File: src/rtl/irq_ctrl_pkg.sv
// Shared types and constants for the interrupt controller.
package irq_ctrl_pkg;

    localparam int NUM_IRQ = 8;

    localparam int unsigned OFS_PRI  = 0;
    localparam int unsigned OFS_ENA  = 1;
    localparam int unsigned OFS_FLAG = 2;

    typedef enum logic [1:0] {
        IDLE = 2'd0,
        REQ  = 2'd1,
        ACKD = 2'd2
    } irq_state_t;

    // Two sources share each group, so the group field sits at bit (i/2)*2.
    function automatic logic [1:0] group_prio(input logic [7:0] pri, input int src);
        return pri[(src / 2) * 2 +: 2];
    endfunction

endpackage

File: src/rtl/irq_prio_encoder.sv
// Combinational winner selection: highest group priority, then lower group,
// then lower source index. Priority 0 never wins.
module irq_prio_encoder
    import irq_ctrl_pkg::*;
(
    input  logic [NUM_IRQ-1:0] eligible,
    input  logic [7:0]         pri,
    output logic               valid,
    output logic [2:0]         winner
);

    always_comb begin
        valid  = 1'b0;
        winner = 3'd0;
        for (int p = 3; p >= 1; p--) begin
            for (int s = 0; s < NUM_IRQ; s++) begin
                if (!valid && eligible[s] && (group_prio(pri, s) == 2'(p))) begin
                    valid  = 1'b1;
                    winner = 3'(s);
                end
            end
        end
    end

endmodule

File: src/rtl/irq_controller.sv
// Bus-mapped interrupt controller with PRI/ENA/FLAG registers and a
// REQ/ACK handshake. Define IRQ_CTRL_NMI_EN to make source 0 non-maskable.
module irq_controller #(
    parameter logic [23:0] BASE_ADDR   = 24'h2020,
    parameter logic [7:0]  VECTOR_BASE = 8'h03
) (
    input  logic        clk,
    input  logic        reset_n,
    input  logic        clk_ce,
    input  logic        bus_write,
    input  logic        bus_read,
    input  logic [23:0] bus_address_in,
    input  logic [7:0]  bus_data_in,
    output logic [7:0]  bus_data_out,
    input  logic [7:0]  irq_in,
    input  logic [1:0]  cpu_ipl,
    output logic        cpu_irq_req,
    output logic [7:0]  cpu_irq_vector,
    input  logic        cpu_irq_ack
);

    import irq_ctrl_pkg::*;

    localparam logic [23:0] PRI_ADDR  = BASE_ADDR + 24'(OFS_PRI);
    localparam logic [23:0] ENA_ADDR  = BASE_ADDR + 24'(OFS_ENA);
    localparam logic [23:0] FLAG_ADDR = BASE_ADDR + 24'(OFS_FLAG);

    logic [7:0]         pri_q, ena_q, flag_q;
    logic [7:0]         flag_clr;
    logic [NUM_IRQ-1:0] eligible;
    logic               enc_valid, win_valid;
    logic [2:0]         enc_idx, win_idx;
    logic [2:0]         idx_q, idx_d;
    irq_state_t         state_q, state_d;
    logic               ack_clr;
    logic               wr_pri, wr_ena, wr_flag;

    assign wr_pri  = bus_write && (bus_address_in == PRI_ADDR);
    assign wr_ena  = bus_write && (bus_address_in == ENA_ADDR);
    assign wr_flag = bus_write && (bus_address_in == FLAG_ADDR);

    always_comb begin
        bus_data_out = 8'h00;
        if (bus_read) begin
            if (bus_address_in == PRI_ADDR)       bus_data_out = pri_q;
            else if (bus_address_in == ENA_ADDR)  bus_data_out = ena_q;
            else if (bus_address_in == FLAG_ADDR) bus_data_out = flag_q;
        end
    end

    always_comb begin
        eligible = '0;
        for (int i = 0; i < NUM_IRQ; i++) begin
            eligible[i] = flag_q[i] && ena_q[i] && (group_prio(pri_q, i) > cpu_ipl);
        end
`ifdef IRQ_CTRL_NMI_EN
        eligible[0] = flag_q[0];
`endif
    end

    irq_prio_encoder u_encoder (
        .eligible (eligible),
        .pri      (pri_q),
        .valid    (enc_valid),
        .winner   (enc_idx)
    );

`ifdef IRQ_CTRL_NMI_EN
    // The NMI pre-empts arbitration regardless of its group priority.
    assign win_valid = enc_valid || eligible[0];
    assign win_idx   = eligible[0] ? 3'd0 : enc_idx;
`else
    assign win_valid = enc_valid;
    assign win_idx   = enc_idx;
`endif

    always_comb begin
        state_d = state_q;
        idx_d   = idx_q;
        ack_clr = 1'b0;
        unique case (state_q)
            IDLE: begin
                if (win_valid) begin
                    state_d = REQ;
                    idx_d   = win_idx;
                end
            end
            REQ: begin
                if (cpu_irq_ack) begin
                    state_d = ACKD;
                    ack_clr = 1'b1;
                end else if (!eligible[idx_q]) begin
                    state_d = IDLE;
                end
            end
            ACKD:    state_d = IDLE;
            default: state_d = IDLE;
        endcase
    end

    // New pulses are OR-ed in after clearing, so a same-edge set beats any clear.
    always_comb begin
        flag_clr = wr_flag ? bus_data_in : 8'h00;
        if (ack_clr) flag_clr[idx_q] = 1'b1;
    end

    always_ff @(posedge clk or negedge reset_n) begin
        if (!reset_n) begin
            pri_q   <= 8'h00;
            ena_q   <= 8'h00;
            flag_q  <= 8'h00;
            state_q <= IDLE;
            idx_q   <= 3'd0;
        end else if (clk_ce) begin
            if (wr_pri) pri_q <= bus_data_in;
            if (wr_ena) ena_q <= bus_data_in;
            flag_q  <= (flag_q & ~flag_clr) | irq_in;
            state_q <= state_d;
            idx_q   <= idx_d;
        end
    end

    assign cpu_irq_req    = (state_q == REQ);
    assign cpu_irq_vector = VECTOR_BASE + {5'b0, idx_q};

endmodule

File: config.mk
export PLATFORM = sky130hd
export DESIGN_NAME = irq_controller
export DESIGN_NICKNAME = d
export VERILOG_FILES = /design/src/rtl/irq_ctrl_pkg.sv /design/src/rtl/irq_prio_encoder.sv /design/src/rtl/irq_controller.sv
export SDC_FILE = /design/constraint.sdc
export NUM_CORES = 1
export LEC_CHECK = 0
export ABC_AREA = 1
export BUFFER_PORTS_ARGS = -buffer_cell sky130_fd_sc_hd__buf_4
export CORE_MARGIN = 2
export CORE_UTILIZATION = 55
export DETAILED_ROUTE_END_ITERATION = 12
export HOLD_SLACK_MARGIN = 0.08
export PLACE_DENSITY = 0.83
export SLEW_MARGIN = 25
export SYNTH_ARGS = -nofsm -noshare
export SYNTH_HDL_FRONTEND = slang
export SYNTH_SLANG_ARGS = --single-unit
File: constraint.sdc
create_clock -name clk -period 4.4 [get_ports clk]
set_input_delay 1.1 -clock clk [delete_from_list [all_inputs] [get_ports clk]]
set_output_delay 1.1 -clock clk [all_outputs]
set_load 0.05 [all_outputs]
# ---- Word level (Yosys, flattened, before mapping)
# Cells that the tools add are included.
dict set report word_totals {
  ff_bits 29
  output_inout_bits 17
  in_bits 48
  elab_cells 192
}
dict set report classes {
  n_reduce_logical 95
  eq_ne 18
  bitwise_logic 4
  n_addsub 1
  magnitude_cmp 6
  muxes 63
}
# op n
set ops {}
lappend ops {{equality test 24 x 14 -> 1 bit (second input constant)} 3}
lappend ops {{logical AND 1 bit} 67}
lappend ops {{2-to-1 mux 3 bit} 20}
lappend ops {{2-to-1 mux 8 bit} 6}
lappend ops {{2-to-1 mux 1 bit} 29}
lappend ops {{logical NOT 1 bit} 23}
lappend ops {{equality test 2 bit (second input constant)} 8}
lappend ops {{OR 8 bit} 2}
lappend ops {{equality test 2 x 1 -> 1 bit (second input constant)} 5}
lappend ops {{2-to-1 mux 2 bit} 5}
lappend ops {{bitwise AND 8 bit} 1}
lappend ops {{> comparator 2 bit} 4}
lappend ops {{inverter 8 bit} 1}
lappend ops {{AND reduction 3 bit} 2}
lappend ops {{adder 2 x 3 -> 4 bit (first input constant)} 1}
lappend ops {{less-than comparator 3 x 4 -> 1 bit (second input constant)} 1}
lappend ops {{case mux 2 bit (2 select lines)} 1}
lappend ops {{AND reduction 2 bit} 2}
lappend ops {{binary-select mux 1 bit (select 3 bit)} 1}
lappend ops {{demux 1 bit (select 3 bit)} 1}
lappend ops {{>= comparator 3 x 1 -> 1 bit (second input constant)} 1}
lappend ops {{inequality test 3 bit (second input constant)} 1}
lappend ops {{logical NOT 2 bit} 1}
lappend ops {{inequality test 2 bit (second input constant)} 1}

# ---- Logic depth before layout (Yosys ltp)
# Gate-level depths: netlist (run 1).
dict set report logic_depth {
  ltp_word 98
  depth_mapped 23
  ltp_nobuf 23
}

# ---- By module
# From an unflattened synthesis (run 1), not the netlist that was laid out.
dict set report unflattened {
  hier_cells 451
  hier_area_um2 2859.0
}
# module seq_area_each_um2 cells_each area_per_inst_um2 instances
set by_module_without_submodules {}
lappend by_module_without_submodules {irq_controller 725.7 348 2288.4 1}
lappend by_module_without_submodules {irq_prio_encoder 0.0 103 570.5 1}

# ---- Worst setup path before layout (run 1)
# No wires, ideal clock.
dict set report synth_path {
  path_kind {input-to-output}
  from {input bus_address_in[17]}
  to {output bus_data_out[1]}
  required_time_ns 3.300
  t_arrival_ns 3.493
  path_stages 8
  path_buffers 1
  path_slack_ns -0.193
  path_cell_list {nor4_1 > nand2_1 > nor3_1 > nand2_1 > inv_2 > clkbuf_1 > a21oi_1 > a221oi_1}
}
dict set report synth_via {
  elab_chain_len 5
  word_cells_on_any_way 7
  classes_between {eq/ne (3); mux (4)}
}
# item line
set synth_rtl {}
lappend synth_rtl {{start, declared} irq_controller.sv:12} ;# input logic [23:0] bus_address_in,
lappend synth_rtl {{equality test 24 x 14 -> 1 bit} irq_controller.sv:47} ;# else if (bus_address_in == FLAG_ADDR) bus_data_out = flag_q;
lappend synth_rtl {{2-to-1 mux 8 bit} irq_controller.sv:47}
lappend synth_rtl {{2-to-1 mux 8 bit} irq_controller.sv:46} ;# else if (bus_address_in == ENA_ADDR) bus_data_out = ena_q;
lappend synth_rtl {{2-to-1 mux 8 bit (*)} irq_controller.sv:45} ;# if (bus_address_in == PRI_ADDR) bus_data_out = pri_q;
lappend synth_rtl {{2-to-1 mux 8 bit (*)} irq_controller.sv:44} ;# if (bus_read) begin
lappend synth_rtl {{end, declared} irq_controller.sv:14} ;# output logic [7:0] bus_data_out,
# Mark *: on every way between the ends. The rest lies on a longest branch, timed or not.

# ---- Worst setup path after layout (run 1)
dict set report layout_path {
  from {input bus_address_in[21]}
  to {output bus_data_out[4]}
}
# Same word-level chain as after synthesis.

==> results of run 1 <==
==> state kept, by name, indices dropped and copies added (netlist names) <==
name	count
idx_q	3
pri_q	8
flag_q	8
state_q	2
ena_q	8
==> final timing paths <==
path,start,cells past startpoint,endpoint,slack [ps]
max reg2reg,pri_q[2],21,idx_q[2],1570
min reg2reg,ena_q[0],2,ena_q[0],520
min,ena_q[0],2,ena_q[0],520
max in group asynchronous,reset_n,1,flag_q[2],3400
max,bus_address_in[21],8,bus_data_out[4],350
min in group asynchronous,reset_n,1,idx_q[2],720
==> worst max-delay path, delay by kind of cell <==
kind | cells | cell delay, ps
simple gates | 5 | 1200
buf+inv | 2 | 350
compound gates | 1 | 280
==> layout make-up <==
| class | count | area share, % |
|---|---|---|
| clock buffers | 5 | 2.25 |
| well taps | 52 | 2.12 |
| flip-flops and latches | 29 | 23.7 |
| repair buffers | 61 | 14.9 |
| multi-input cells | 271 | 47.1 |
| clock inverters | 3 | 0.572 |
| inverters | 76 | 9.31 |
==> kinds of logic after synthesis <==
group	Yosys count	synth area share [%]
fa+ha+maj	9	4.51
simple gates	185	33.3
xor+xnor	1	0.351
other cells	1	0.150
buf+inv	87	13.7
flops	29	29.0
compound gates	72	18.9
==> through the flow <==
step / hold slack, ps / total power, mW / instance area, um^2 / util, % / cells
floorplan: 472 / 0.298 / 2510 / - / 387
global placement: 493 / 0.338 / 2980 / 68.3 / 489
detailed placement: 502 / 0.339 / 2980 / 68.3 / 489
CTS: 517 / 0.550 / 3060 / 70.3 / 497
global route: 531 / 0.570 / 3060 / 70.4 / 497
finish: 517 / 0.548 / 3060 / 70.4 / 497
==> where the power goes <==
part,internal [mW],leakage [nW],total (mW),switching (mW)
combinational,0.0325,1.19,0.0678,0.0353
sequential,0.267,0.322,0.267,0.000000444
clock,0.109,0.0439,0.214,0.105
==> cell usage in the layout (no fill, tap or decap), types with 5 or more instances in the layout <==
master	n
a21oi_1	22
a221oi_1	7
a22o_1	8
buf_4	61
clkbuf_8	5
dfrtp_1	29
ha_1	9
inv_1	66
inv_2	8
nand2_1	75
nand3_1	24
nand4_1	12
nor2_1	50
nor3_1	6
nor4_1	6
o21ai_1	16
==> layer usage <==
metal	GRT usage, %	wire length (um)	up-vias
met5	0	0	-
met4	8.18	102	0
met3	5.20	485	14
met2	47.9	3410	111
met1	40.5	3080	1269
li1	-	-	1387
==> key figures, run 1 <==
Drt
  • Drt drc: 0
  • DR vias/cell: 5.60
  • Via count: 2781
  • Number of nets still failing antenna checks after routing: 0
  • Routed len/inst: about 14 um
  • Initial drt markers: around 170
  • 1st-pass router iterations: 5
  • Total wire length: slightly above 7000 um

Die
  • Die W: 71.4 um
  • Initial core utilization: 57.4%
  • Core area: roughly 0.0044 mm^2
  • Die Ht: about 71 um
  • Num rows: 24
  • Die area: between 0.005 and 0.006 mm^2
  • # IOs: 65

Placed design
  • I/O Buffers: 60
  • DPL Wire Length: between 5000 and 6000 um
  • Gpl congestion: a little over 0.9
  • Post-Place Worst Slack: roughly 400 ps

Synth
  • EDFF count, synth: 0
  • Sequential cell area fraction in the yosys report: approximately 29%
  • Synth top area share: between 20% and 30%
  • Top-count cell post-synth: nand2_1
  • Mapped Area: about 0.0025 mm^2
  • Syn Area/Cell: 6.51 um^2
  • Yosys top cell by area: dfrtp_1
  • Count of cell types in the netlist: 38
  • Synth Instances: around 380
  • Synth top cells by count: nand2_1, inv_1, nor2_1
  • #FFs+latches synth: 29
  • Largest cells by area after synthesis: dfrtp_1, nand2_1, inv_1
  • Top_reg_cell synth: dfrtp_1
  • Fraction of registers with async set or reset after synthesis: 100%
  • Yosys warnings: 0

Global route
  • First-pass GRT wire length: 11900 um
  • Vias in the first global route: about 2.5k
  • GRT overflow: 0
  • Largest net degree at the start of global routing: 30
  • GRT Total Usage: 29.4%
  • Initial antenna violation count: 0

Clocking
  • TritonCTS buffer count: 5
  • PostCTS Resize Cnt: 0
  • TritonCTS Sinks: 29
  • CTS Hold Bufs: 0
  • Worst-path clk slew: approximately 60 ps
  • TritonCTS clock tree: yes
  • Worst-Skew Late Latency: ~280 ps
  • Setup bufs post-CTS: 0
  • H-tree depth: 2
  • Clock root cell: clkbuf_8
  • Clk buf depth: 2

STA
  • Fin Setup TNS: 0 ps
  • Period Utilization, post-route: between 90% and 100%
  • Final Max Tran Viols: 0
  • Setup-failing EPs final: 0
  • Tmin final: 4050 ps
  • Final worst-path setup slack: approximately 350 ps
  • RSZ-0062 raised after global routing: no
  • Peak Freq: about 0.25 GHz
  • Worst-Margin Slew: about 620 ps
  • Clock Skews: 4.95 ps
  • Max_slew headroom: between 50% and 60%
  • Hold Fails Final Rpt: 0

Layout
  • Layout Nets: about 500
  • Area grow syn2layout: 22.6%
  • N_diodes: 0
  • Layout cells sized above 1: 20.7%
  • Fill count: slightly above 400
  • Sequential cell area: 726 um^2
  • Area of the multi-input gates: roughly 0.0014 mm^2

Setup path
  • WS Path Type: in2out
  • CP Max Fanout: 9
  • CP peak stage delay: approximately 370 ps
  • Worst Path Arrival: 2950 ps
  • Crit path max-delay cell type: and3_1
  • CP endpoint kind: primary output
  • Cell chain of the critical path: buf_4, nor4_1, nand2_1, nor3_1, and3_1, nand3_1, a221oi_1, buf_4
  • Crit start category: input pin
  • Critical Path RT: roughly 3300 ps
  • Most Frequent Cell on Critical Path: buf_4

Status
  • Status: complete, no violations

Min path
  • Hold/Removal Path Class: reg2reg

Job
  • MaxCap Viol Count: 0

Pwr
  • LEAKAGE: ~1.6 nW
  • PD cells: around 180 mW/mm^2
  • Worst IR Drop VDD: 176 uV
No activity file was read; power rests on OpenSTA's default activity.
==> inputs of run 2 (changes only) <==
- CORE_UTILIZATION: 55 -> 32
- PLACE_DENSITY: 0.83 -> not set
==> key figures, run 2 (synthesis results as in run 1) <==
Global route
  • Initial antenna violation count: 0
  • Largest net degree at the start of global routing: 30
  • GRT overflow: 0
  • First-pass GRT wire length: between 10000 and 15000 um
  • Vias in the first global route: 2682
  • GRT Total Usage: between 15 and 20%

Pwr
  • Logic gate share of total power: between 10% and 20%
  • Sw Share: between 20 and 25%
  • Part of the power in registers: between 40% and 50%
  • LEAKAGE: approximately 1.6 nW
  • Tot Pwr: about 0.62 mW
  • PD cells: a little under 200 mW/mm^2
  • Cell Int Power: 0.484 mW
  • Clock Power Share: 46.1%
  • Worst IR Drop VDD: between 150 and 200 uV
  • Psw: around 0.14 mW

Setup path
  • CP Max Fanout: 9
  • R2R Setup Slk: around 1600 ps
  • WS Path Type: in2out
  • Cell chain of the critical path: buf_4, nor4_1, nand2_1, nor3_1, and3_1, nand3_1, a221oi_1, buf_4
  • R2R Path End: idx_q[2]
  • Critical Path RT: roughly 3300 ps
  • Delay-heaviest family, CP: simple AND/OR/NAND/NOR gates
  • Most Frequent Cell on Critical Path: buf_4
  • Worst reg2reg path depth: 21
  • Crit path max-delay cell type: and3_1
  • Worst Path Arrival: 2950 ps
  • CP endpoint kind: primary output
  • Worst R2R Start: pri_q[2]
  • WP buf/inv: 2
  • CP peak stage delay: 370 ps
  • Crit start category: input pin

Layout
  • Post-route design area: approximately 0.0032 mm^2
  • Layout Nets: roughly 500
  • Final Core Density: about 41%
  • Fill count: ~830
  • Largest regs: ena_q x8, flag_q x8, pri_q x8
  • Area grow syn2layout: 26.5%
  • Most common cell after layout, fill and taps aside: nand2_1
  • N_diodes: 0
  • Commonest cells after routing, fill and taps aside: nand2_1, inv_1, buf_4
  • Layout cells sized above 1: 20.4%

Drt
  • 1st-pass router iterations: 5
  • DR vias/cell: 5.07
  • Initial drt markers: ~170
  • Routed len/inst: around 14 um
  • Via count: approximately 2.8k
  • Number of nets still failing antenna checks after routing: 0
  • Total wire length: roughly 7500 um
  • Drt drc: 0

STA
  • Peak Freq: 0.247 GHz
  • Hold Fails Final Rpt: 0
  • Setup-failing EPs final: 0
  • Final Max Tran Viols: 0
  • RSZ-0062 raised after global routing: no
  • Period Utilization, post-route: between 90% and 100%
  • Max_slew headroom: 57.4%
  • Tmin final: 4050 ps
  • Clock Skews: approximately 6 ps
  • Fin Setup TNS: 0 ps
  • Worst-Margin Slew: between 600 and 700 ps

Clocking
  • PostCTS Resize Cnt: 0
  • CTS Hold Bufs: 0
  • H-tree depth: 2
  • Clk buf depth: 2
  • TritonCTS clock tree: yes
  • TritonCTS buffer count: 5
  • Clock root cell: clkbuf_8
  • Setup bufs post-CTS: 0
  • Worst-Skew Late Latency: 280 ps
  • TritonCTS Sinks: 29
  • Worst-path clk slew: roughly 70 ps

Placed design
  • Gpl congestion: ~0.89
  • I/O Buffers: 60
  • DPL Wire Length: 6130 um
  • Post-DP Area: slightly above 0.003 mm^2

Die
  • Die W: 92.4 um
  • Num rows: 32
  • # IOs: 65
  • Core area: approximately 0.0076 mm^2
  • Die area: roughly 0.0085 mm^2
  • Die Ht: between 90 and 100 um
  • Initial core utilization: between 30 and 40%

Min path
  • Hold path endpoint: state_q[0]
  • Hold Startpoint: state_q[0]
  • WHS Path Cells: 2
  • Hold/Removal Path Class: reg2reg

Job
  • MaxCap Viol Count: 0

Status
  • Status: complete, no violations
[run 2: final cells by class]
type	instances	area, um^2	share of cell area [%]
Clock buffer	7	86.3	2.73
Clock inverter	1	30.0	0.950
Inverter	76	285	9.02
Multi-Input combinational cell	271	1440	45.6
Sequential cell	29	726	23.0
Tap cell	102	128	4.04
Timing Repair Buffer	62	465	14.7
[run 2: power groups by stage]
| stage | registers (mW) | clock network, mW | logic, mW |
|---|---|---|---|
| 3_5_place_dp | 0.272 | 0 | 0.0691 |
| 6_report | 0.267 | 0.287 | 0.0685 |
| 5_1_grt | 0.266 | 0.304 | 0.0749 |
| 4_1_cts | 0.267 | 0.294 | 0.0692 |
| 2_1_floorplan | 0.272 | 0 | 0.0267 |
| 3_3_place_gp | 0.272 | 0 | 0.0674 |
[run 2: worst max path at each step]
stage,startpoint,slack (ps),end,depth (start not counted)
4_1_cts,bus_address_in[21],350,bus_data_out[1],8
6_report,bus_address_in[21],350,bus_data_out[5],8
5_1_grt,bus_address_in[21],170,bus_data_out[5],8
2_1_floorplan,bus_address_in[17],-190,bus_data_out[1],8
3_5_place_dp,bus_address_in[21],360,bus_data_out[1],8
3_3_place_gp,bus_address_in[21],390,bus_data_out[5],8
[run 2: through the flow]
step	hold WS, ps	cells	worst slack [ps]
after CTS	520	548	347
final	518	548	352
after global routing	546	548	173
after global placement	495	540	392
after detailed placement	504	540	356
after floorplan	472	387	-193
[run 2: routing by layer]
metal / vias up / global-route usage (%) / part of all wire, %
li1: 1392 / - / -
met1: 1285 / 25.5 / 47
met2: 86 / 30.5 / 47
met3: 17 / 2.60 / 4.4
met4: 0 / 4.73 / 1.6
met5: - / 0 / 0
[run 2: worst min-delay path, delay by kind of cell, from the launching register on]
family | cells | cell delay [ps]
flip-flops | 1 | 370
AND/OR/NAND/NOR | 2 | 120
